==> config.mk <==
export PLATFORM = sky130hd
export DESIGN_NAME = debug_probe_display
export DESIGN_NICKNAME = d
export VERILOG_FILES = /design/src/rtl/debug_probe_display.sv
export SDC_FILE = /design/constraint.sdc
export NUM_CORES = 1
export LEC_CHECK = 0
export CAP_MARGIN = 15
export CELL_PAD_IN_SITES_DETAIL_PLACEMENT = 1
export CELL_PAD_IN_SITES_GLOBAL_PLACEMENT = 1
export CORE_ASPECT_RATIO = 0.8
export CORE_MARGIN = 10
export CORE_UTILIZATION = 28
export CTS_CLUSTER_SIZE = 10
export DETAILED_ROUTE_END_ITERATION = 8
export PLACE_DENSITY_LB_ADDON = 0.1
export SYNTH_ARGS = -nofsm -noshare
export SYNTH_HDL_FRONTEND = slang
export SYNTH_SLANG_ARGS = --single-unit
==> constraint.sdc <==
create_clock -name Clk -period 3.3 [get_ports Clk]
set_clock_uncertainty 0.1 [all_clocks]
set_input_delay 0.495 -clock Clk [delete_from_list [all_inputs] [get_ports Clk]]
set_output_delay 0.495 -clock Clk [all_outputs]
set_load 0.02 [all_outputs]
==> src/rtl/debug_probe_display.sv <==
// debug_probe_display: picks one of NUM_CH probe channels for the six-digit hex
// display. The channel can be shown live, from its capture register, auto-cycled or frozen.
// Optional feature macro: HEXDBG_CAPTURE_EN (shadow registers, edge detect, captured flags).
// Ports: Clk, Reset (sync, active-high), probe_data, capture_strobe, clear, sel, mode,
//        hex_digits (registered nibbles), cur_ch (displayed channel), captured (sticky flags).
module debug_probe_display #(
  parameter int         NUM_CH      = 8,
  parameter int         DIGITS      = 6,
  parameter int         CYCLE_TICKS = 50_000_000,
  parameter logic [3:0] FILL_NIBBLE = 4'h1,
  parameter int         SEL_W       = $clog2(NUM_CH)
) (
  input  logic                         Clk,
  input  logic                         Reset,
  input  logic [NUM_CH*DIGITS*4-1:0]   probe_data,
  input  logic [NUM_CH-1:0]            capture_strobe,
  input  logic                         clear,
  input  logic [SEL_W-1:0]             sel,
  input  logic [1:0]                   mode,
  output logic [DIGITS*4-1:0]          hex_digits,
  output logic [SEL_W-1:0]             cur_ch,
  output logic [NUM_CH-1:0]            captured
);

  localparam int DW = DIGITS * 4;
  localparam int CW = $clog2(CYCLE_TICKS + 1);

  localparam logic [CW-1:0]    TERM    = CW'(CYCLE_TICKS - 1);
  localparam logic [CW-1:0]    TICK1   = CW'(1);
  localparam logic [SEL_W-1:0] LAST_CH = SEL_W'(NUM_CH - 1);
  localparam logic [SEL_W-1:0] CH1     = SEL_W'(1);
  localparam logic [SEL_W:0]   NCH     = (SEL_W + 1)'(NUM_CH);
  localparam logic [DW-1:0]    FILL    = {DIGITS{FILL_NIBBLE}};

  typedef enum logic [1:0] {
    M_LIVE = 2'b00,
    M_CAPT = 2'b01,
    M_AUTO = 2'b10,
    M_FRZ  = 2'b11
  } mode_e;

  mode_e            mode_d;
  mode_e            mode_q;
  logic [CW-1:0]    tick;
  logic             tick_end;
  logic             auto_entry;
  logic [SEL_W-1:0] next_ch;
  logic [DW-1:0]    live_sel;
  logic [DW-1:0]    src;

  assign mode_d     = mode_e'(mode);
  assign auto_entry = (mode_d == M_AUTO) && (mode_q != M_AUTO);
  assign tick_end   = (tick == TERM);

  // Channel to be shown after this edge.
  always_comb begin
    next_ch = cur_ch;
    unique case (mode_d)
      M_LIVE, M_CAPT: next_ch = sel;
      M_AUTO: begin
        if (auto_entry)
          next_ch = ({1'b0, sel} < NCH) ? sel : '0;
        else if (tick_end)
          next_ch = (cur_ch >= LAST_CH) ? '0 : cur_ch + CH1;
      end
      M_FRZ: next_ch = cur_ch;
    endcase
  end

  // Unmatched selects keep the fill pattern.
  always_comb begin
    live_sel = FILL;
    for (int i = 0; i < NUM_CH; i++) begin
      if (next_ch == SEL_W'(i))
        live_sel = probe_data[i*DW +: DW];
    end
  end

`ifdef HEXDBG_CAPTURE_EN
  logic [NUM_CH-1:0] strobe_q;
  logic [NUM_CH-1:0] rise;
  logic [DW-1:0]     shadow [NUM_CH];
  logic [DW-1:0]     cap_sel;

  assign rise = capture_strobe & ~strobe_q;

  always_comb begin
    cap_sel = FILL;
    for (int i = 0; i < NUM_CH; i++) begin
      if (next_ch == SEL_W'(i))
        cap_sel = shadow[i];
    end
  end

  assign src = (mode_d == M_CAPT) ? cap_sel : live_sel;

  // A rise in the same cycle as clear still leaves its flag set.
  always_ff @(posedge Clk) begin
    if (Reset) begin
      strobe_q <= '0;
      captured <= '0;
      for (int i = 0; i < NUM_CH; i++)
        shadow[i] <= '0;
    end else begin
      strobe_q <= capture_strobe;
      captured <= (clear ? '0 : captured) | rise;
      for (int i = 0; i < NUM_CH; i++) begin
        if (rise[i])
          shadow[i] <= probe_data[i*DW +: DW];
      end
    end
  end
`else
  logic unused_cap;

  assign unused_cap = ^{capture_strobe, clear};
  assign src        = live_sel;
  assign captured   = '0;
`endif

  always_ff @(posedge Clk) begin
    if (Reset) begin
      mode_q     <= M_LIVE;
      tick       <= '0;
      cur_ch     <= '0;
      hex_digits <= '0;
    end else begin
      mode_q <= mode_d;
      // Entry restarts the count so the first channel gets a full period.
      if (mode_d != M_AUTO || auto_entry || tick_end)
        tick <= '0;
      else
        tick <= tick + TICK1;
      if (mode_d != M_FRZ) begin
        cur_ch     <= next_ch;
        hex_digits <= src;
      end
    end
  end

endmodule
==> results of run 1 <==
[cells by family after synthesis]
logic type	synth area share, %
other	0.08193
DFF	24.06
AOI/OAI and AO/OA	27.31
xor gates and xnor gates	4.401
and+or+nand+nor	28.81
muxes	6.780
adders and majority gates	0.8202
buffers and inverters	7.736
[power by group through the flow]
stage	clock (mW)	combinational, mW	sequential, mW
floorplan	0	0.389	0.796
global placement	0	0.947	0.747
detailed placement	0	0.963	0.749
CTS	0.565	0.969	0.734
global route	0.592	1.04	0.738
finish	0.553	0.965	0.733
[synthesized netlist by cell type, types with 5 or more instances]
cell type,number,share of area [%]
o31ai_1,9,1.5
and4_1,14,2.7
nand4_1,25,3.4
inv_1,8,0.66
xor2_1,19,3.6
or4_1,15,2.5
buf_4,11,1.8
a31oi_1,32,4.4
buf_2,13,1.4
nor4_1,16,2.2
mux2_2,24,5.9
o21ai_0,30,3.3
nor3_1,8,0.87
a221oi_1,7,1.3
and3_1,10,1.4
nand3_1,10,1.1
a2111o_1,10,2.5
o21a_1,5,0.82
dfxtp_1,55,24
a211oi_1,18,3.0
nor2_1,61,5.0
clkbuf_1,34,2.8
nand2_1,37,3.0
a21oi_1,31,3.4
[stage by stage]
step | util (%) | std cells | TNS [ns] | setup slack, ns
floorplan | - | 597 | 0 | 0.5195
global placement | 45.83 | 1021 | 0 | 0.04650
detailed placement | 45.83 | 1021 | -0.4525 | -0.06436
CTS | 46.76 | 1029 | 0 | 0.01321
global route | 46.96 | 1033 | 0 | 0.07984
finish | 46.99 | 1035 | 0 | 0.2489
[per-layer routing]
metal  track usage (%)  vias to the layer above  wire [um]
met1             24.38                     2751       9858
met4             4.200                        4        314
met5                 0                        -         27
met3             7.370                       23       2114
met2             34.50                      207      10840
li1                  -                     2714          -
[flip-flops by register name, summed over array words and instances, names as in the netlist]
register and cells:
tick 26, hex_digits 24, cur_ch 3, mode_q 2
[critical path: cells and delay by family, from the launching register on]
kind            cells  cell delay [ns]
compound gates      3             0.49
fa+ha+maj           1             0.22
buf+inv             1             0.17
flops               1             0.38
simple gates        4             1.52
[placed cells by master, fill, tap and decap left out, drive strengths merged, types with 3 or more instances in the layout]
cell type	instances
and3	10
dfxtp	55
o21a	5
o32ai	4
clkdlybuf4s50	225
clkbuf	5
xnor2	4
a2111o	10
o2111ai	3
and4	14
o21ai	32
o31a	4
or4	16
ha	3
o211ai	3
a31oi	32
a211oi	20
nand2	37
nor2	63
nand4	26
nor4	18
a21oi	31
diode	6
o22ai	3
conb	8
nor2b	4
a221oi	7
nand2b	3
mux2i	4
nand3	12
mux2	24
or3	4
buf	49
inv	9
xor2	19
o31ai	9
nor3	11
[cell type report]
cell class | count | area, um2
fill | 1926 | 8431
multi-input combinational | 469 | 3202
sequential | 55 | 1101
timing repair buffer | 274 | 2708
inverter | 8 | 30.03
clock buffer | 5 | 125.1
tap | 215 | 269.0
clock inverter | 3 | 22.52
antenna | 6 | 15.01
[path summary, 6_finish.rpt]
path              endpoint     from  cells after the start
max          hex_digits[5]  tick[0]                      9
min                tick[0]  tick[0]                      1
max reg2reg  hex_digits[5]  tick[0]                      9
min reg2reg        tick[0]  tick[0]                      1
==> impl_metrics.ini, run 1 <==
[grt]
grt-ovfl-total = 0
antenna_found_initial = 8
grt_max_degree = 54
gr-usage-all-layers_pct = 20.46
grt_pass1_vias = 6215
grt_pass1_wl_um = 35800

[sta]
hold_violations = 0
period_share_pct = 92.46
rsz0062_at_grt = no
maxSlewHeadroom_pct = 55.93
min_period_ns = 3.051
hold_slack_ns = 0.3748
slew_violations = 0
setup_viol_count_final = 0
tightest_slew_ns = 0.6590
max_freq_mhz = 327.7

[final_layout]
design_area_um2 = 7472
final_net_count = 1024
synthToLayoutAreaGrowth_pct = 63.26
drive_gt1_share_pct = 12.78

[worst_setup_path]
crit_path_start_kind = flop
worst_ep_required_time_ns = 3.35
cp_common_cell = a221oi_1
ff2ff_setup_slack_ns = 0.25
end_kind = flop
crit_path_cell_trace = ha_1, nand3_1, or3_4, or4_4, nand3_2, buf_4, a221oi_1, a221oi_1, o32ai_1
max_stage_delay_ns = 0.55
cp.arrival_ns = 3.10
path_max_fanout = 9
critPathKind = flop to flop
slowest_stage = or4_4

[logic_synthesis]
ys_seq_area_share_pct = 24.06
ys.flop_type = dfxtp_1
ys_ff_latch = 55
async_flop_share_pct = 0
synth_cells = 590
syn_area_per_cell_um2 = 7.757
synth-edff-count = 0
syn-cell-area_um2 = 4577
synth_cell_types = 68
ys_warn_count = 0

[power_and_ir_drop]
seqPwrFrac_pct = 32.6
p_int_mw = 1.507
peakVddDrop_v = 0.0002110
p_sw_share_pct = 33.07
p_comb_share_pct = 42.9
p_per_area_nw_per_um2 = 301.4
switchingPower_uw = 744.6
pwr-share-clk_pct = 24.6
leakage_nw = 2.710
totalPowerFinal_mw = 2.252

[clock_network]
ctsHtreeMaxLevel = 2
cts_made_buffers = 5
hold_buffers = 0
cts_buffer_depth = 2
clk_pin_slew_ns = 0.08
clkSinkCount = 55
post_cts_resized = 0
cts_setup_buffers = 0
root_buffer = clkbuf_16
cts_tree = yes
clk_latency_ns = 0.30

[floorplan]
core_area_um2 = 15900
num_rows = 41
boundaryPins = 243
die_height_um = 134.4
die_area_um2 = 21890
die_width_um = 162.9
start_util_pct = 28.78

[drt]
drc_errors = 0
drt_first_pass_iters = 4
wl_um = 23150
via_count = 5699
wire_per_inst_um = 22.37
drt-initial-drc-count = 286
ant_nets = 0
vias_per_cell = 5.506

[job]
cap_violations = 0

[placed_design]
port_buffers = 225
dp_hpwl_um = 18650
routabilityCongestion = 0.8701
place_area_um2 = 7288

[status]
status = completed

[min_path]
min_path_type = flop to flop
(Power assumes the default switching activity.)
==> run 2, diff against run 1 <==
- MAX_ROUTING_LAYER: not set -> met4
- SKIP_CTS_REPAIR_TIMING: not set -> 1
==> impl_metrics.ini, run 2 (synthesis results as in run 1) <==
[sta]
tightest_slew_ns = 0.6970
setup_viol_count_final = 0
hold_violations = 0
rsz0062_at_grt = no
setup_ws_ns = 0.2236
slew_violations = 0
max_freq_mhz = 325.1
period_share_pct = 93.23
min_period_ns = 3.076
maxSlewHeadroom_pct = 53.38

[drt]
drc_errors = 0
drt_first_pass_iters = 4
topRoutingLayerUsed = met4
wl_um = 23220
wl_met2_um = 10930
wl_met3_um = 1770
via_count = 5731
drt-initial-drc-count = 285
ant_nets = 0
wire_per_inst_um = 22.37
wl_met1_um = 10310
vias_per_cell = 5.521

[worst_setup_path]
critPathBufInv = 1
crit_path_start_kind = flop
cp.arrival_ns = 3.18
cp_common_cell = a221oi_1
max_stage_delay_ns = 0.44
worst_ep_required_time_ns = 3.40
slowest_stage = or3_1
path_max_fanout = 22
end_kind = flop
crit_family = simple AND/OR/NAND/NOR gates
crit_path_cell_trace = ha_1, nand3_1, nor3_4, a211oi_2, or3_1, buf_12, a221oi_1, a221oi_1, o32ai_1
critPathKind = flop to flop

[final_layout]
final_cell_mix = 225 x clkdlybuf4s50_1, 61 x nor2_1, 55 x dfxtp_1
design_area_um2 = 7480
fin_util_pct = 47.03
fill_cells = 1931
largest_registers = tick x26, hex_digits x24, cur_ch x3
regMostFlops = tick
drive_gt1_share_pct = 12.78
final_net_count = 1024
final_common_cell = clkdlybuf4s50_1
largest_register_ffs = 26
synthToLayoutAreaGrowth_pct = 63.42

[floorplan]
boundaryPins = 243
die_height_um = 134.4
num_rows = 41
die_area_um2 = 21890
die_width_um = 162.9
start_util_pct = 28.78
core_area_um2 = 15900

[clock_network]
clk_pin_slew_ns = 0.08
clkSinkCount = 55
root_buffer = clkbuf_16
ctsHtreeMaxLevel = 2
clk_latency_ns = 0.30
cts_tree = yes
cts_buffer_depth = 2
cts_made_buffers = 5

[placed_design]
dp_hpwl_um = 18650
place_area_um2 = 7288
routabilityCongestion = 0.8842
pre_cts_slack_ns = -0.06436
port_buffers = 225

[grt]
antenna_found_initial = 8
grt-ovfl-total = 0
grt_pass1_wl_um = 35790
grt_pass1_vias = 6235
gr-usage-all-layers_pct = 21.04
grt_max_degree = 54

[status]
status = completed

[power_and_ir_drop]
totalPowerFinal_mw = 2.256
leakage_nw = 2.710
peakVddDrop_v = 0.0002110
p_per_area_nw_per_um2 = 301.6

[job]
cap_violations = 0

[min_path]
min_path_type = flop to flop
[run 2: area by class of cell]
type	count	area (um2)	share of cell area (%)
Antenna cell	9	22.52	0.3011
Clock buffer	5	125.1	1.673
Clock inverter	3	22.52	0.3011
Inverter	8	30.03	0.4015
Multi-Input combinational cell	469	3202	42.81
Sequential cell	55	1101	14.72
Tap cell	215	269.0	3.597
Timing Repair Buffer	274	2708	36.20
[run 2: where the power goes]
group	leakage, nW	internal [mW]	switching [mW]
sequential	0.451	0.707	0.0267
clock	0.0742	0.285	0.270
combinational	2.18	0.515	0.452
total	2.71	1.51	0.749
[run 2: stage by stage]
stage / std cells / hold slack [ns] / setup TNS (ns)
3_5_place_dp: 1021 / 0.3583 / -0.4525
6_report: 1038 / 0.3751 / 0
2_1_floorplan: 597 / 0.3261 / 0
5_1_grt: 1037 / 0.4290 / 0
3_3_place_gp: 1021 / 0.3386 / 0
4_1_cts: 1029 / 0.3766 / 0
[run 2: layer usage]
metal	vias up	GRT usage (%)
met5	-	-
met4	0	4.350
met3	17	6.391
met2	218	34.44
met1	2772	25.01
li1	2724	-
[run 2: path summary, 6_finish.rpt]
check | startpoint | end | slack [ns] | depth (start not counted)
worst max-delay path | tick[0] | hex_digits[5] | 0.22 | 9
worst max register to register | tick[0] | hex_digits[5] | 0.22 | 9
worst min register to register | tick[0] | tick[0] | 0.38 | 1
worst min-delay path | tick[0] | tick[0] | 0.38 | 1
